## src/rtl/fifo_flagged.sv

```systemverilog
// Single-clock first-word-fall-through FIFO with occupancy count, programmable
// almost-full/almost-empty thresholds and sticky overflow/underflow flags.
module fifo_flagged #(
  parameter int unsigned DATA_WIDTH = 8,
  parameter int unsigned DEPTH      = 16,
  parameter int unsigned AF_LEVEL   = DEPTH - 2,
  parameter int unsigned AE_LEVEL   = 2
) (
  input  logic                    clk,
  input  logic                    rstn,
  input  logic                    enq,
  input  logic                    deq,
  input  logic [DATA_WIDTH-1:0]   data_in,
  input  logic                    err_clr,
  output logic [DATA_WIDTH-1:0]   data_out,
  output logic                    empty,
  output logic                    full,
  output logic                    almost_full,
  output logic                    almost_empty,
  output logic [$clog2(DEPTH):0]  count,
  output logic                    overflow,
  output logic                    underflow
);

  localparam int unsigned PtrW = $clog2(DEPTH);
  localparam int unsigned CntW = PtrW + 1;

  localparam logic [CntW-1:0] DepthC = CntW'(DEPTH);
  localparam logic [CntW-1:0] AfC    = CntW'(AF_LEVEL);
  localparam logic [CntW-1:0] AeC    = CntW'(AE_LEVEL);

  logic [DATA_WIDTH-1:0] mem [DEPTH];

  logic [PtrW-1:0] rp_q, rp_d;
  logic [PtrW-1:0] wp_q, wp_d;
  logic [CntW-1:0] count_q, count_d;
  logic            overflow_q, overflow_d;
  logic            underflow_q, underflow_d;

  logic wr_ok;
  logic rd_ok;

  // Flags decode only the count register, so they never see enq/deq directly.
  assign empty        = (count_q == '0);
  assign full         = (count_q == DepthC);
  assign almost_full  = (count_q >= AfC);
  assign almost_empty = (count_q <= AeC);
  assign count        = count_q;
  assign overflow     = overflow_q;
  assign underflow    = underflow_q;
  assign data_out     = mem[rp_q];

  // A write into a full FIFO is fine when the head leaves on the same edge.
  assign wr_ok = enq & (~full | deq);
  assign rd_ok = deq & ~empty;

  always_comb begin
    rp_d        = rp_q;
    wp_d        = wp_q;
    count_d     = count_q;
    overflow_d  = overflow_q;
    underflow_d = underflow_q;

    if (wr_ok) wp_d = wp_q + PtrW'(1);
    if (rd_ok) rp_d = rp_q + PtrW'(1);

    unique case ({wr_ok, rd_ok})
      2'b10:   count_d = count_q + CntW'(1);
      2'b01:   count_d = count_q - CntW'(1);
      default: count_d = count_q;
    endcase

    // Clear first, then a same-cycle error event sets the flag again.
    if (err_clr) begin
      overflow_d  = 1'b0;
      underflow_d = 1'b0;
    end
    if (enq && !wr_ok) overflow_d  = 1'b1;
    if (deq && !rd_ok) underflow_d = 1'b1;
  end

  always_ff @(posedge clk or negedge rstn) begin
    if (!rstn) begin
      rp_q        <= '0;
      wp_q        <= '0;
      count_q     <= '0;
      overflow_q  <= 1'b0;
      underflow_q <= 1'b0;
    end else begin
      rp_q        <= rp_d;
      wp_q        <= wp_d;
      count_q     <= count_d;
      overflow_q  <= overflow_d;
      underflow_q <= underflow_d;
    end
  end

  // Storage is not reset; contents are only observable once written.
  always_ff @(posedge clk) begin
    if (wr_ok) mem[wp_q] <= data_in;
  end

endmodule

```

## config.mk

```make
export PLATFORM = sky130hd
export DESIGN_NAME = fifo_flagged
export DESIGN_NICKNAME = d
export VERILOG_FILES = /design/src/rtl/fifo_flagged.sv
export SDC_FILE = /design/constraint.sdc
export NUM_CORES = 1
export LEC_CHECK = 0
export ABC_AREA = 1
export CAP_MARGIN = 0
export CORE_UTILIZATION = 32
export CTS_CLUSTER_SIZE = 30
export DETAILED_ROUTE_END_ITERATION = 12
export PLACE_DENSITY = 0.45
export SYNTH_ARGS = -nofsm -noshare
export SYNTH_HDL_FRONTEND = slang
export SYNTH_SLANG_ARGS = --single-unit
```

## constraint.sdc

```tcl
create_clock -name clk -period 2.6 [get_ports clk]
set_input_delay 0.39 -clock clk [delete_from_list [all_inputs] [get_ports clk]]
set_output_delay 0.39 -clock clk [all_outputs]
set_load 0.05 [all_outputs]
```

[After elaboration in Yosys (flattened, before gate mapping)]
Memories as Yosys holds them, arrays and structs flattened.
Index checks and enable logic that the tools add are counted.
Cells by class
  eq/ne operators: 3
  bitwise operators: 5
  mux-type cells: 6
  magnitude comparators: 2
  reduce and logical (&&, ||, !) cells: 8
  add/sub/neg operators: 4
Operators by type and width (count)
  $pmux 5 s2: 1
  $add 4x1->4 const B: 2
  $reduce_bool 2->1: 3
  $add 5x1->5 const B: 1
  $eq 5x5->1 const B: 1
  $ge 5x4->1 const B: 1
  $le 5x2->1 const B: 1
  $logic_not 5->1: 1
  $mux 1: 5
  $sub 5x1->5 const B: 1
  $and 1x1->1: 2
  $eq 2x1->1 const B: 1
  $eq 2x2->1 const B: 1
  $logic_and 1x1->1: 2
  $logic_not 1->1: 2
  $not 1->1: 2
  $or 1x1->1: 1
Storage, ports and cells
  input port bits: 13
  register bits after elaboration: 15
  memories kept: 1
  RAM bits: 128
  word-level logic and storage cells: 34
  output and inout bits: 19
Memories
  mem: depth 16, bits a word 8, read ports 1, clocked after Yosys merged registers in 0, wr ports 1, RTL line 32  | logic [DATA_WIDTH-1:0] mem [DEPTH];

[Longest topological paths before layout]
  depth after elaboration: 7
  gate-level depth with buffers: 13
  gate-level depth less buffers: 13

[Worst setup path after synthesis]
Ideal clock, no wire load.
  path kind: reg2reg
  start point: register count_q[1] (netlist: count[1])
  end point: register count_q[4] (netlist: count[4])
  setup time: 0.118 ns
  required time: 2.482 ns
  path buffers: 1
  arrival time: 2.242 ns
  path slack: 0.240 ns
  cell stages (with the launch flop): 13
  clock period less this slack: 2.360 ns
  path through: dfrtp_1 > nor2_2 > nand4_2 > nand2_1 > buf_2 > ha_1 > fa_1 > nand2_1 > nand3_1 > nand3_1 > nand2_1 > nand2_1 > nand2_1
Between the ends
  cells in the longest elaborated chain, start to end: 6
  elaborated cells between the ends (all ways): 13
  those cells by class: add/sub: 2; eq/ne: 3; mux: 1; bitwise: 5; reduce/logical: 2
RTL lines
  start: declaration: RTL line 36  | logic [CntW-1:0] count_q, count_d;
  start signal: assignment: RTL line 92  | count_q <= count_d;
  $eq 5x5->1: RTL line 45  | assign full = (count_q == DepthC);
  $not 1->1: RTL line 54  | assign wr_ok = enq & (~full | deq);
  $or 1x1->1: RTL line 54
  $and 1x1->1: RTL line 54
  $eq 2x1->1 / $eq 2x2->1 (equally long branches): RTL line 67  | unique case ({wr_ok, rd_ok})
  $pmux 5 s2 / $reduce_bool 2->1 (equally long branches)
Several ways; a longest one is shown, not always the timed one.
A chain may end at the register's enable or synchronous reset.

[Worst setup path in the final report]
  start point: register rp_q[1]
  end point: output port data_out[0]
Between the ends
  cells in the longest elaborated chain, start to end: 1
RTL lines
  start: declaration: RTL line 34  | logic [PtrW-1:0] rp_q, rp_d;
  start signal: assignment: RTL line 90  | rp_q <= rp_d;
  $mem_v2 16x8
  end: declaration: RTL line 15  | output logic [DATA_WIDTH-1:0] data_out,
No other way between the ends.

==> qor.yml <==
status:
  status: "finished clean"
power_and_ir_drop:
  comb_power_share_pct: 43.4
  vdd_drop_max_mv: 0.767
  seq_power_share_pct: 31.1
  switching_share_pct: 40.5
  power_density_mw_per_mm2: 1220
  p_leak_nw: 3.35
  finalPower_mw: 9.64
  internal_power_mw: 5.74
  power_switching_mw: 3.91
  clockPowerShare_pct: 25.5
timing:
  min_period_ps: 2450
  setup_viol: 0
  hold_viol: 0
  maxSlewViolCount: 0
  tns_ps: 0
  tightest_slew_ps: 756
  post-route-period-util_pct: 94.2
  rsz0062_at_grt: "false"
  whs_ps: 412
  fmax_ghz: 0.408
  slew_headroom_pct: 49.4
  worst_clock_skew_ps: 7.23
layout:
  final_cell_area_mm2: 0.00788
  layout.nets: 716
  num_antenna_cells: 0
  drive_gt1_share_pct: 12.3
  fill_cells: 1963
  synthToLayoutAreaGrowth_pct: 22.0
hold_path:
  holdCritPathClass: "input port to asynchronous set/reset pin"
setup_path:
  crit_path_start_kind: "flop"
  rr_worst_depth: 12
  crit_fanout: 16
  path_cells: "nor2_8 > nand3_1 > nand2_1 > nor2_1 > nand2_1 > nand2_1 > buf_12"
  cp.required_ps: 2210
  rrSetupSlack_ps: 310
  slowest_stage: "dfrtp_1"
  cpMostUsedCell: "nand2_1"
  reg2reg_from: "count[0]$_DFFE_PN0P_"
  cp.arrival_ps: 2060
  worstSetupEndpointType: "primary output"
  r2r-end: "count[4]$_DFFE_PN0P_"
  worstSetupPathType: "flop to primary output"
  slowest_delay_ps: 530
synth:
  ys_warn_count: 0
  syn_avg_cell_area_um2: 10.1
  ys_types: 29
  synth_edf_count: 128
  synth_top_area_share_pct: 59.5
  synth_fp_nets: 663
  async_reset_ff_share_pct: 10.5
  synth-seq-cells: 143
  synthTopCellsByCount: "239 x nand2_1, 128 x edfxtp_1, 69 x inv_1"
  synth.most_common_cell: "nand2_1"
  synthTopCellsByArea: "edfxtp_1 60%, nand2_1 14%, dfrtp_1 5.8%"
  yosysSeqAreaShare_pct: 65.3
  syn_area_mm2: 0.00646
  syn_inst: 640
  yosysTopAreaCell: "edfxtp_1"
  ys_dominant_reg_cell: "edfxtp_1"
floorplanning:
  die_w_um: 144
  start_util_pct: 32.9
  die-area_mm2: 0.0208
  coreArea_mm2: 0.0197
  die_h_um: 144
  pin_count: 32
  fp-row-count: 51
clocking:
  clk_latency_ps: 420
  cts_buffers: 17
  cts_tree: "yes"
  clock-root-buffer: "clkbuf_16"
  numClockSinks: 143
  cts_buffer_depth: 2
  htree_levels: 4
  path_clk_slew_ps: 60
route:
  routed_wl_mm: 16.1
  route.detailed.drc: 0
  viasPerCell: 4.52
  dr_total_vias: 4388
  wl_per_cell_um: 16.6
  first_iter_violations: 271
  drt_first_pass_iters: 4
  ant_nets: 0
grt:
  grt_pass1_vias: 4295
  antenna_found_initial: 0
  grt.total_usage_pct: 16.6
  grt_pass1_wl_mm: 24.6
  globalRouteOverflowTotal: 0
  grt_max_degree: 83
placed_design:
  dpl.hpwl_mm: 9.86
  place_congestion: 0.767
  port_buffers: 31
  place_area_mm2: 0.00724
job:
  maxCapViolations: 0
-- worst max-delay path by stage --
stage | from | to | slack [ps] | depth (start not counted)
6_report | rp_q[1]$_DFFE_PN0P_ | data_out[0] | 150 | 7
5_1_grt | rp_q[1]$_DFFE_PN0P_ | data_out[0] | 40 | 7
4_1_cts | count[1]$_DFFE_PN0P_ | empty | 50 | 4
3_5_place_dp | deq | count[4]$_DFFE_PN0P_ | 200 | 12
3_3_place_gp | deq | count[4]$_DFFE_PN0P_ | 210 | 12
2_1_floorplan | count[1]$_DFFE_PN0P_ | count[4]$_DFFE_PN0P_ | 240 | 12
-- through the flow --
| step | util, % | std cells | worst slack, ps |
|---|---|---|---|
| 2_1_floorplan | - | 640 | 240 |
| 3_5_place_dp | 36.9 | 938 | 197 |
| 3_3_place_gp | 36.9 | 938 | 215 |
| 6_report | 40.1 | 971 | 150 |
| 5_1_grt | 40.1 | 971 | 41.1 |
| 4_1_cts | 39.9 | 970 | 47.7 |
-- metal layers --
metal / global-route usage [%] / up-vias / wire (µm)
li1: - / 2182 / -
met1: 21.2 / 2141 / 7540
met2: 27.7 / 52 / 7910
met3: 3.18 / 13 / 464
met4: 6.22 / 0 / 184
met5: 0 / - / 0
-- cells in the final DEF (no fill, tap or decap), types with 3 or more instances in the layout --
cell and instances:
nand2_1 239, edfxtp_1 128, inv_1 69, nand3_1 53
nor2_1 50, buf_4 24, clkdlybuf4s50_1 20, clkbuf_16 18
nor3_1 16, dfrtp_1 14, nand3_2 10, ha_1 9
buf_12 8, inv_2 5, o21ai_0 4, clkinv_2 4
bufinv_16 3, dlymetal6s2s_1 3
-- state kept, by name, summed over array words and instances, names as in the netlist --
| signal | cells |
|---|---|
| mem | 128 |
| count | 5 |
| rp_q | 4 |
| wp_q | 4 |
| overflow | 1 |
| underflow | 1 |
-- worst max-delay path: cells and delay by family, from the launching register on --
family / cells / cell delay (ps)
simple gates: 6 / 940
flops: 1 / 530
buf+inv: 1 / 160
-- kinds of logic after synthesis --
kind of cell             after synthesis  synth area share [%]
AO/OA/AOI/OAI                          9                 0.736
adder cells (fa/ha/maj)               10                  2.05
flip-flops                           143                  65.3
AND/OR/NAND/NOR                      375                  24.7
buffers and inverters                 99                  6.68
XOR/XNOR                               4                 0.542
-- area by class of cell --
cell class | instances | area, µm² | share of cell area, %
Sequential cell | 143 | 4220 | 53.6
Multi-Input combinational cell | 398 | 1810 | 23.0
Timing Repair Buffer | 58 | 642 | 8.15
Clock buffer | 17 | 425 | 5.40
Tap cell | 265 | 332 | 4.21
Inverter | 75 | 284 | 3.60
Clock inverter | 15 | 168 | 2.13
-- timing repair --
item	4_1_cts	5_1_grt
hold buffers	0	0
buffers inserted	0	0
resized for setup	0	5
endpoints found under the setup margin	0	4
-- power by group through the flow --
| stage | logic (mW) | clock network (mW) | registers [mW] |
|---|---|---|---|
| after CTS | 4.18 | 2.49 | 2.99 |
| after detailed placement | 4.17 | 0 | 3.03 |
| after floorplan | 2.50 | 0 | 3.09 |
| final | 4.18 | 2.46 | 3.00 |
| after global placement | 4.15 | 0 | 3.03 |
| after global routing | 4.60 | 2.59 | 3.03 |
Note: power is estimated with default switching activity, not from simulation.
